--- src/rtl/controler_intersectie_if.sv ---
// Signal bundle between the intersection sequencer and the per-approach light modules.
// The master side is the sequencer. The slave side is the light modules, or a bench standing in for them.
interface controler_intersectie_if;
  logic       ready_N;
  logic       ready_E;
  logic       ready_S;
  logic       ready_V;
  logic       mod_noapte;
  logic [2:0] stare_semafor;
  logic       clk_div;
  logic       clk_div_int;
  logic       fault;

  modport master (
    input  ready_N,
    input  ready_E,
    input  ready_S,
    input  ready_V,
    input  mod_noapte,
    output stare_semafor,
    output clk_div,
    output clk_div_int,
    output fault
  );

  modport slave (
    output ready_N,
    output ready_E,
    output ready_S,
    output ready_V,
    output mod_noapte,
    input  stare_semafor,
    input  clk_div,
    input  clk_div_int,
    input  fault
  );
endinterface

--- src/rtl/controler_intersectie.sv ---
// Four-approach intersection sequencer: phase code, tick/blink strobes, all-red clearance,
// per-phase watchdog and night (flashing amber) mode.
module controler_intersectie #(
  parameter int unsigned TICK_DIV       = 50_000_000,
  parameter int unsigned BLINK_HALF     = 25_000_000,
  parameter int unsigned CLEAR_TICKS    = 2,
  parameter int unsigned WATCHDOG_TICKS = 40
) (
  input  logic                    clk,
  input  logic                    rst,
  controler_intersectie_if.master bus
);

  localparam int unsigned TW = (TICK_DIV > 1)       ? $clog2(TICK_DIV)       : 1;
  localparam int unsigned BW = (BLINK_HALF > 1)     ? $clog2(BLINK_HALF)     : 1;
  localparam int unsigned CW = (CLEAR_TICKS > 1)    ? $clog2(CLEAR_TICKS)    : 1;
  localparam int unsigned WW = (WATCHDOG_TICKS > 1) ? $clog2(WATCHDOG_TICKS) : 1;

  localparam logic [TW-1:0] TickLast  = TW'(TICK_DIV - 1);
  localparam logic [BW-1:0] BlinkLast = BW'(BLINK_HALF - 1);
  localparam logic [CW-1:0] ClrLast   = CW'(CLEAR_TICKS - 1);
  localparam logic [WW-1:0] WdLast    = WW'(WATCHDOG_TICKS - 1);

  typedef enum logic [2:0] {
    StAllRed = 3'b000,
    StEst    = 3'b001,
    StSud    = 3'b010,
    StNord   = 3'b011,
    StVest   = 3'b100,
    StNoapte = 3'b111
  } state_e;

  function automatic state_e next_approach(input state_e cur);
    state_e nxt;
    unique case (cur)
      StNord:  nxt = StEst;
      StEst:   nxt = StSud;
      StSud:   nxt = StVest;
      default: nxt = StNord;
    endcase
    return nxt;
  endfunction

  state_e          state_q, state_d;
  state_e          ptr_q, ptr_d;
  logic [TW-1:0]   tick_cnt_q, tick_cnt_d;
  logic [BW-1:0]   blink_cnt_q, blink_cnt_d;
  logic [CW-1:0]   clr_cnt_q, clr_cnt_d;
  logic [WW-1:0]   wd_cnt_q, wd_cnt_d;
  logic            clk_div_q, clk_div_d;
  logic            blink_q, blink_d;
  logic            fault_q, fault_d;
  // Bit order {V, S, E, N}; one register stage, then edge detect against the previous sample.
  logic [3:0]      rdy_q, rdy_prev_q, rdy_rise;
  logic            tick;
  logic            match;

  assign tick     = (tick_cnt_q == TickLast);
  assign rdy_rise = rdy_q & ~rdy_prev_q;

  always_comb begin
    match = 1'b0;
    unique case (state_q)
      StNord:  match = rdy_rise[0];
      StEst:   match = rdy_rise[1];
      StSud:   match = rdy_rise[2];
      StVest:  match = rdy_rise[3];
      default: match = 1'b0;
    endcase
  end

  always_comb begin
    state_d   = state_q;
    ptr_d     = ptr_q;
    clr_cnt_d = clr_cnt_q;
    wd_cnt_d  = wd_cnt_q;
    fault_d   = fault_q;

    unique case (state_q)
      StAllRed: begin
        if (tick) begin
          if (clr_cnt_q == ClrLast) begin
            clr_cnt_d = '0;
            state_d   = bus.mod_noapte ? StNoapte : ptr_q;
          end else begin
            clr_cnt_d = clr_cnt_q + CW'(1);
          end
        end
      end
      StNord, StEst, StSud, StVest: begin
        // A matching ready beats a watchdog expiry landing in the same cycle.
        if (match) begin
          state_d  = StAllRed;
          ptr_d    = next_approach(state_q);
          wd_cnt_d = '0;
        end else if (tick) begin
          if (wd_cnt_q == WdLast) begin
            state_d  = StNoapte;
            fault_d  = 1'b1;
            wd_cnt_d = '0;
          end else begin
            wd_cnt_d = wd_cnt_q + WW'(1);
          end
        end
      end
      StNoapte: begin
        if (!bus.mod_noapte && !fault_q) begin
          state_d = StAllRed;
          ptr_d   = StNord;
        end
      end
      default: state_d = StAllRed;
    endcase
  end

  always_comb begin
    tick_cnt_d = (tick || (state_d != state_q)) ? '0 : tick_cnt_q + TW'(1);
    // Registered from the next count so the low pulse lines up with count == TICK_DIV-1.
    clk_div_d  = (tick_cnt_d != TickLast);
    if (blink_cnt_q == BlinkLast) begin
      blink_cnt_d = '0;
      blink_d     = ~blink_q;
    end else begin
      blink_cnt_d = blink_cnt_q + BW'(1);
      blink_d     = blink_q;
    end
  end

  always_ff @(posedge clk or negedge rst) begin
    if (!rst) begin
      state_q     <= StAllRed;
      ptr_q       <= StNord;
      tick_cnt_q  <= '0;
      blink_cnt_q <= '0;
      clr_cnt_q   <= '0;
      wd_cnt_q    <= '0;
      clk_div_q   <= 1'b1;
      blink_q     <= 1'b0;
      fault_q     <= 1'b0;
      rdy_q       <= '0;
      rdy_prev_q  <= '0;
    end else begin
      state_q     <= state_d;
      ptr_q       <= ptr_d;
      tick_cnt_q  <= tick_cnt_d;
      blink_cnt_q <= blink_cnt_d;
      clr_cnt_q   <= clr_cnt_d;
      wd_cnt_q    <= wd_cnt_d;
      clk_div_q   <= clk_div_d;
      blink_q     <= blink_d;
      fault_q     <= fault_d;
      rdy_q       <= {bus.ready_V, bus.ready_S, bus.ready_E, bus.ready_N};
      rdy_prev_q  <= rdy_q;
    end
  end

  assign bus.stare_semafor = state_q;
  assign bus.clk_div       = clk_div_q;
  assign bus.clk_div_int   = blink_q;
  assign bus.fault         = fault_q;

endmodule

--- src/flat_wrapper.sv ---
// flat-port wrapper written by rule: the top's interface ports become plain ports
module controler_intersectie_flat 
#(
  parameter int unsigned TICK_DIV       = 50_000_000,
  parameter int unsigned BLINK_HALF     = 25_000_000,
  parameter int unsigned CLEAR_TICKS    = 2,
  parameter int unsigned WATCHDOG_TICKS = 40
)
  (clk, rst, bus_ready_N, bus_ready_E, bus_ready_S, bus_ready_V, bus_mod_noapte, bus_stare_semafor, bus_clk_div, bus_clk_div_int, bus_fault);
  controler_intersectie_if bus_i ();
  input  logic clk;
  input  logic rst;
  input wire logic [$bits(bus_i.ready_N)-1:0] bus_ready_N;
  input wire logic [$bits(bus_i.ready_E)-1:0] bus_ready_E;
  input wire logic [$bits(bus_i.ready_S)-1:0] bus_ready_S;
  input wire logic [$bits(bus_i.ready_V)-1:0] bus_ready_V;
  input wire logic [$bits(bus_i.mod_noapte)-1:0] bus_mod_noapte;
  output wire logic [$bits(bus_i.stare_semafor)-1:0] bus_stare_semafor;
  output wire logic [$bits(bus_i.clk_div)-1:0] bus_clk_div;
  output wire logic [$bits(bus_i.clk_div_int)-1:0] bus_clk_div_int;
  output wire logic [$bits(bus_i.fault)-1:0] bus_fault;
  assign bus_i.ready_N = bus_ready_N;
  assign bus_i.ready_E = bus_ready_E;
  assign bus_i.ready_S = bus_ready_S;
  assign bus_i.ready_V = bus_ready_V;
  assign bus_i.mod_noapte = bus_mod_noapte;
  assign bus_stare_semafor = bus_i.stare_semafor;
  assign bus_clk_div = bus_i.clk_div;
  assign bus_clk_div_int = bus_i.clk_div_int;
  assign bus_fault = bus_i.fault;
  controler_intersectie #(.TICK_DIV(TICK_DIV), .BLINK_HALF(BLINK_HALF), .CLEAR_TICKS(CLEAR_TICKS), .WATCHDOG_TICKS(WATCHDOG_TICKS)) u_core (.clk(clk), .rst(rst), .bus(bus_i));
endmodule
--- config.mk ---
export PLATFORM = sky130hd
export DESIGN_NAME = controler_intersectie_flat
export DESIGN_NICKNAME = d
export VERILOG_FILES = /design/src/rtl/controler_intersectie_if.sv /design/src/rtl/controler_intersectie.sv /design/src/flat_wrapper.sv
export SDC_FILE = /design/constraint.sdc
export NUM_CORES = 1
export LEC_CHECK = 0
export CAP_MARGIN = 20
export CORE_ASPECT_RATIO = 1.75
export CORE_MARGIN = 1
export CORE_UTILIZATION = 64
export CTS_CLUSTER_DIAMETER = 30
export CTS_CLUSTER_SIZE = 20
export DETAILED_ROUTE_END_ITERATION = 10
export GPL_TIMING_DRIVEN = 0
export PLACE_DENSITY_LB_ADDON = 0.25
export REMOVE_ABC_BUFFERS = 1
export SYNTH_ARGS = -nofsm -noshare
export SYNTH_HDL_FRONTEND = slang
export SYNTH_SLANG_ARGS = --single-unit
--- constraint.sdc ---
create_clock -name clk -period 4.2 [get_ports clk]
set_clock_uncertainty 0.05 [all_clocks]
set_input_delay 0.84 -clock clk [delete_from_list [all_inputs] [get_ports clk]]
set_output_delay 0.84 -clock clk [all_outputs]
set_load 0.005 [all_outputs]
Yosys cells after proc, flatten, opt, wreduce, memory -nomap -nowiden --
Cells that the tools add are included.
Cells by class: add/subtract/negate cells 4, equality and inequality tests 12, multiplexer cells 19, bitwise operators 4, reductions and logical operators 12
Operators with widths (number):
- two-way mux 3 bit | 9
- adder 26 x 1 -> 26 bit, second input constant | 1
- == test 26 bit, second input constant | 1
- two-way mux 26 bit | 1
- inequality test 26 bit, second input constant | 1
- adder 25 x 1 -> 25 bit, second input constant | 1
- == test 25 bit, second input constant | 1
- two-way mux 25 bit | 1
- two-way mux 6 bit | 3
- one-hot mux 3 bit (3 select lines) | 2
- adder 6 x 1 -> 6 bit, second input constant | 1
- == test 3 x 2 -> 1 bit, second input constant | 2
- == test 3 bit, second input constant | 2
- == test 6 bit, second input constant | 1
- one-hot mux 3 bit (2 select lines) | 1
- AND 4 bit | 1
- inequality test 2 x 1 -> 1 bit, second input constant | 2
- inverter 4 bit | 1
- one-hot mux 1 bit (4 select lines) | 1
- AND reduction 2 bit | 2
- AND reduction 4 bit | 1
- nonzero test 2 bit | 2
- OR reduction 4 bit | 1
- == test 3 x 1 -> 1 bit, second input constant | 1
- other kinds (9) | 11
Word-level totals: bits in registers 75, input port bits 7, output and inout port bits 6, logic and storage cells 62

Depth between registers and ports, before layout --
depth in word-level cells 9, depth in mapped cells 8

Worst setup path before layout --
Ideal clock, no wire load.
path type register to register, from reg u_core.tick_cnt_q[8], to reg u_core.wd_cnt_q[5], data arrival time 2.054 ns, data required time 4.072 ns, slack 2.017 ns, stages on the path, launching flop included 8, clock period less this slack 2.183 ns, cells stage by stage dfrtp_1 -> buf_2 -> nor4_2 -> nand4bb_1 -> or4_4 -> buf_6 -> or4_1 -> a21oi_1
On the way: word-level cells in the longest chain between the ends 3
Ends and longest elaborated chain:
- start, declared | RTL line controler_intersectie.sv:46 | logic [TW-1:0] tick_cnt_q, tick_cnt_d;
- start signal, assigned | RTL line controler_intersectie.sv:145 | tick_cnt_q <= tick_cnt_d;
- == test 26 bit | RTL line controler_intersectie.sv:58 | assign tick = (tick_cnt_q == TickLast);
- nonzero test 2 bit (no source line)
- AND reduction 2 bit (no source line)
- end signal, assigned | RTL line controler_intersectie.sv:148 | wd_cnt_q <= wd_cnt_d;
- end, declared | RTL line controler_intersectie.sv:49 | logic [WW-1:0] wd_cnt_q, wd_cnt_d;
Every way passes these cells. A chain may end at the register's enable or synchronous reset.

Worst setup path in the final report --
from in bus_mod_noapte, to reg u_core.tick_cnt_q[2]
On the way: word-level cells in the longest chain between the ends 7, elaborated cells on any way between the ends 10, classes of those cells eq/ne (1); mux (6); reduce/logical (3)
Ends and longest elaborated chain:
- start, declared | RTL line flat_wrapper.sv:17 | input wire logic [$bits(bus_i.mod_noapte)-1:0] bus_mod_noapte;
- two-way mux 3 bit / zero test 1 bit (equally long branches) | RTL line controler_intersectie.sv:84, controler_intersectie.sv:107
- two-way mux 3 bit / logical AND 1 bit (equally long branches) | RTL line controler_intersectie.sv:82, controler_intersectie.sv:107
- two-way mux 3 bit, on equally long branches | RTL line controler_intersectie.sv:81, controler_intersectie.sv:107
- one-hot mux 3 bit (3 select lines) (*) | RTL line controler_intersectie.sv:79 | unique case (state_q)
- inequality test 3 bit (*) | RTL line controler_intersectie.sv:117 | tick_cnt_d = (tick || (state_d != state_q)) ? '0 : tick_cnt_q + TW'(1);
- logical OR 1 bit (*) | RTL line controler_intersectie.sv:117
- two-way mux 26 bit (*) | RTL line controler_intersectie.sv:117
- via u_core.tick_cnt_d[2] | RTL line controler_intersectie.sv:46
Mark *: on every way through the listed nets, which the timed path passes. The rest lies on a longest branch.

==> results.py <==
metrics = {
    "synthesis": {
        "synth.distinct_cells": 51,
        "synthArstFlopShare": 1.00,
        "synth_area_leaders": "dfrtp_1 47%, xor2_1 6.6%, nor2_1 6.4%",
        "syn_area_per_cell_sq_um": 9.64,
        "syn_area_sq_um": 3830,
        "ys.flop_type": "dfrtp_1",
        "yosysTopAreaCell": "dfrtp_1",
        "synthCells": 397,
        "yosysSeqAreaShare": 0.491,
        "synth_enable_flop_cells": 0,
        "synth_seq_cells": 75,
        "synth_top_area_share": 0.471,
        "yosysWarnings": 0,
    },
    "critical_path": {
        "timing.rr.start": "u_core.tick_cnt_q[0]",
        "critical_path.startpoint": "bus_mod_noapte",
        "startpoint_type": "primary input",
        "reg2reg_slack_ns": 1.65,
        "rr_worst_depth": 7,
        "worstPathRequired_ns": 4.39,
        "path_cells": "clkdlybuf4s50_1 -> o2111ai_1 -> nand2_1 -> o21ai_2 -> buf_6 -> nor2_1",
        "cp-end-kind": "flop",
        "r2r-end": "u_core.bus.clk_div",
        "slowest_delay_ns": 0.52,
        "crit_slowest_cell": "o2111ai_1",
        "critical_path_class": "in -> reg",
        "endpoint": "u_core.tick_cnt_q[2]",
        "cp_max_fo": 14,
        "worstPathArrival_ns": 2.80,
    },
    "route": {
        "drcViolationCount": 0,
        "drt_iter0_markers": 146,
        "dr.pass1.iters": 4,
        "vias": 2894,
        "ant_nets": 0,
        "routed_wirelength_mm": 7.55,
        "via_per_inst": 5.93,
        "wl_per_cell_microns": 15.5,
    },
    "sta": {
        "period_needed_ns": 2.61,
        "rsz0062_at_grt": "false",
        "timing.final.ws_setup_ns": 1.59,
        "slew_viol_final": 0,
        "finalHoldViolCount": 0,
        "tns_ns": 0,
        "tightest_slew_ns": 0.922,
        "period_share": 0.622,
        "slew_headroom": 0.380,
        "max_freq_mhz": 383,
        "setup_viol_count_final": 0,
    },
    "floorplan": {
        "initial_core_util": 0.674,
        "die_area_sq_um": 6310,
        "die_y_microns": 104,
        "placement_rows": 36,
        "coreArea_sq_um": 5680,
        "pin_count": 13,
        "die_w_microns": 60.5,
    },
    "pwr": {
        "internal_power_mw": 1.12,
        "p_leak_nw": 1.79,
        "power_mw": 1.51,
        "power_density_nw_per_um2": 361,
        "switching_power_uw": 397,
        "peakVddDrop_v": 0.000239,
        "clockPowerShare": 0.370,
        "comb_power_share": 0.090,
        "swShare": 0.262,
        "seq_power_share": 0.540,
    },
    "layout": {
        "n_fill_cell": 440,
        "post-route-util": 0.739,
        "final_area_sq_um": 4190,
        "antennaDiodeCount": 0,
        "drive_gt1_frac": 0.0752,
        "fin_nets": 417,
        "syn_to_final_growth_pct": 9.55,
    },
    "cts": {
        "root_buffer": "clkbuf_8",
        "clkTransAtPathRegs_ns": 0.08,
        "cts_resized": 0,
        "cts_hold_buf": 0,
        "cts_made_buffers": 9,
        "insertion_delay_ns": 0.36,
        "numClockSinks": 75,
        "htreeDepth": 3,
        "post_cts.repair.setup_buffers": 0,
        "cts_tree": "built",
        "clockBufferDepth": 2,
    },
    "placed_design": {
        "dp_hpwl_mm": 5.26,
        "placedInstanceArea_sq_um": 3980,
        "place_ws_ns": 1.22,
        "port_buffers": 12,
        "gp_congestion": 0.876,
    },
    "global_route": {
        "grt_usage": 0.269,
        "antenna_found_initial": 0,
        "grt_max_degree": 76,
        "grt_overflow": 0,
        "grt_pass1_wl_mm": 12.7,
        "grt_pass1_vias": 2918,
    },
    "worst_hold_path": {
        "hp-class": "reg -> reg",
    },
    "run": {
        "cap_violations": 0,
    },
    "run_status": {
        "status": "finished, final reports clean",
    },
}
cell families (layout without fill, tap and decap cells):
family / Yosys count / in the layout / share of synthesized area
flip-flops: 75 / 75 / 0.491
buffers and inverters: 20 / 35 / 0.0245
AO/OA/AOI/OAI: 38 / 38 / 0.0621
XOR/XNOR: 54 / 54 / 0.124
multiplexers: 2 / 2 / 0.00523
adder cells (fa/ha/maj): 3 / 3 / 0.00981
AND/OR/NAND/NOR: 205 / 205 / 0.283
cell usage after synthesis (5+ instances only):
cell type / instances
nor4_1: 6
and3_1: 6
nor3_1: 5
dfrtp_1: 72
xnor2_1: 25
nand2_1: 36
xor2_1: 29
inv_1: 5
a21oi_1: 9
nand3_1: 28
nand4_1: 18
clkbuf_1: 5
o21ai_0: 12
nor2_1: 65
buf_2: 9
layout by cell type, fill, tap and decap left out, types with 5 or more instances in the layout:
master	instances
xor2_1	29
nor4_1	6
nor3_1	5
nand3_1	28
nand2_1	36
clkbuf_8	10
clkdlybuf4s50_1	11
inv_1	5
nor2_1	65
a21oi_1	9
nand4_1	18
dfrtp_1	72
and3_1	6
xnor2_1	25
o21ai_0	12
worst min path at each step:
stage,startpoint,end,slack [ns],depth (start not counted)
2_1_floorplan,u_core.rdy_q[2],u_core.rdy_prev_q[2],0.30,0
3_3_place_gp,u_core.rdy_q[0],u_core.rdy_prev_q[0],0.31,0
3_5_place_dp,u_core.rdy_q[2],u_core.rdy_prev_q[2],0.31,0
4_1_cts,u_core.rdy_q[2],u_core.rdy_prev_q[2],0.33,0
5_1_grt,u_core.rdy_q[2],u_core.rdy_prev_q[2],0.34,0
6_report,u_core.rdy_q[2],u_core.rdy_prev_q[2],0.33,0
registers in the layout, indices dropped and copies added (netlist names):
| register | count |
|---|---|
| u_core.rdy_prev_q | 4 |
| u_core.blink_cnt_q | 25 |
| u_core.tick_cnt_q | 26 |
| u_core.bus.clk_div_int | 1 |
| u_core.wd_cnt_q | 6 |
| u_core.bus.fault | 1 |
| u_core.bus.clk_div | 1 |
| u_core.bus.stare_semafor | 3 |
| u_core.ptr_q | 3 |
| u_core.clr_cnt_q | 1 |
| u_core.rdy_q | 4 |
layer usage:
metal | global-route usage | vias up | wire length, microns
li1 | - | 1406 | -
met4 | 0.143 | 0 | 201
met2 | 0.452 | 45 | 4150
met1 | 0.296 | 1424 | 2990
met5 | 0 | - | 0
met3 | 0.0734 | 19 | 205
power by group through the flow:
stage                     Sequential, mW  Clock [mW]  Combinational [mW]
final                              0.818       0.560               0.136
after global routing               0.823       0.601               0.160
after CTS                          0.818       0.569               0.139
after detailed placement           0.832           0               0.138
after global placement             0.831           0               0.135
after floorplan                    0.821           0              0.0984
per-stage QoR:
stage	hold slack (ns)	cells
6_report	0.326	488
3_3_place_gp	0.310	470
5_1_grt	0.337	488
2_1_floorplan	0.296	382
4_1_cts	0.329	487
3_5_place_dp	0.309	471
area by class of cell:
class | count | area [sq um] | share of cell area
multi-input combinational | 302 | 1860 | 0.443
clock inverter | 5 | 60.1 | 0.0143
tap | 76 | 95.1 | 0.0227
timing repair buffer | 14 | 140 | 0.0334
sequential | 75 | 1880 | 0.449
clock buffer | 11 | 141 | 0.0337
inverter | 5 | 18.8 | 0.00448
critical path: cells and delay by family:
family                 cells  cell delay (ns)
AOI/OAI and AO/OA          2             1.04
buffers and inverters      2             0.72
and+or+nand+nor            2             0.18
No activity file was read; power rests on OpenSTA's default activity.
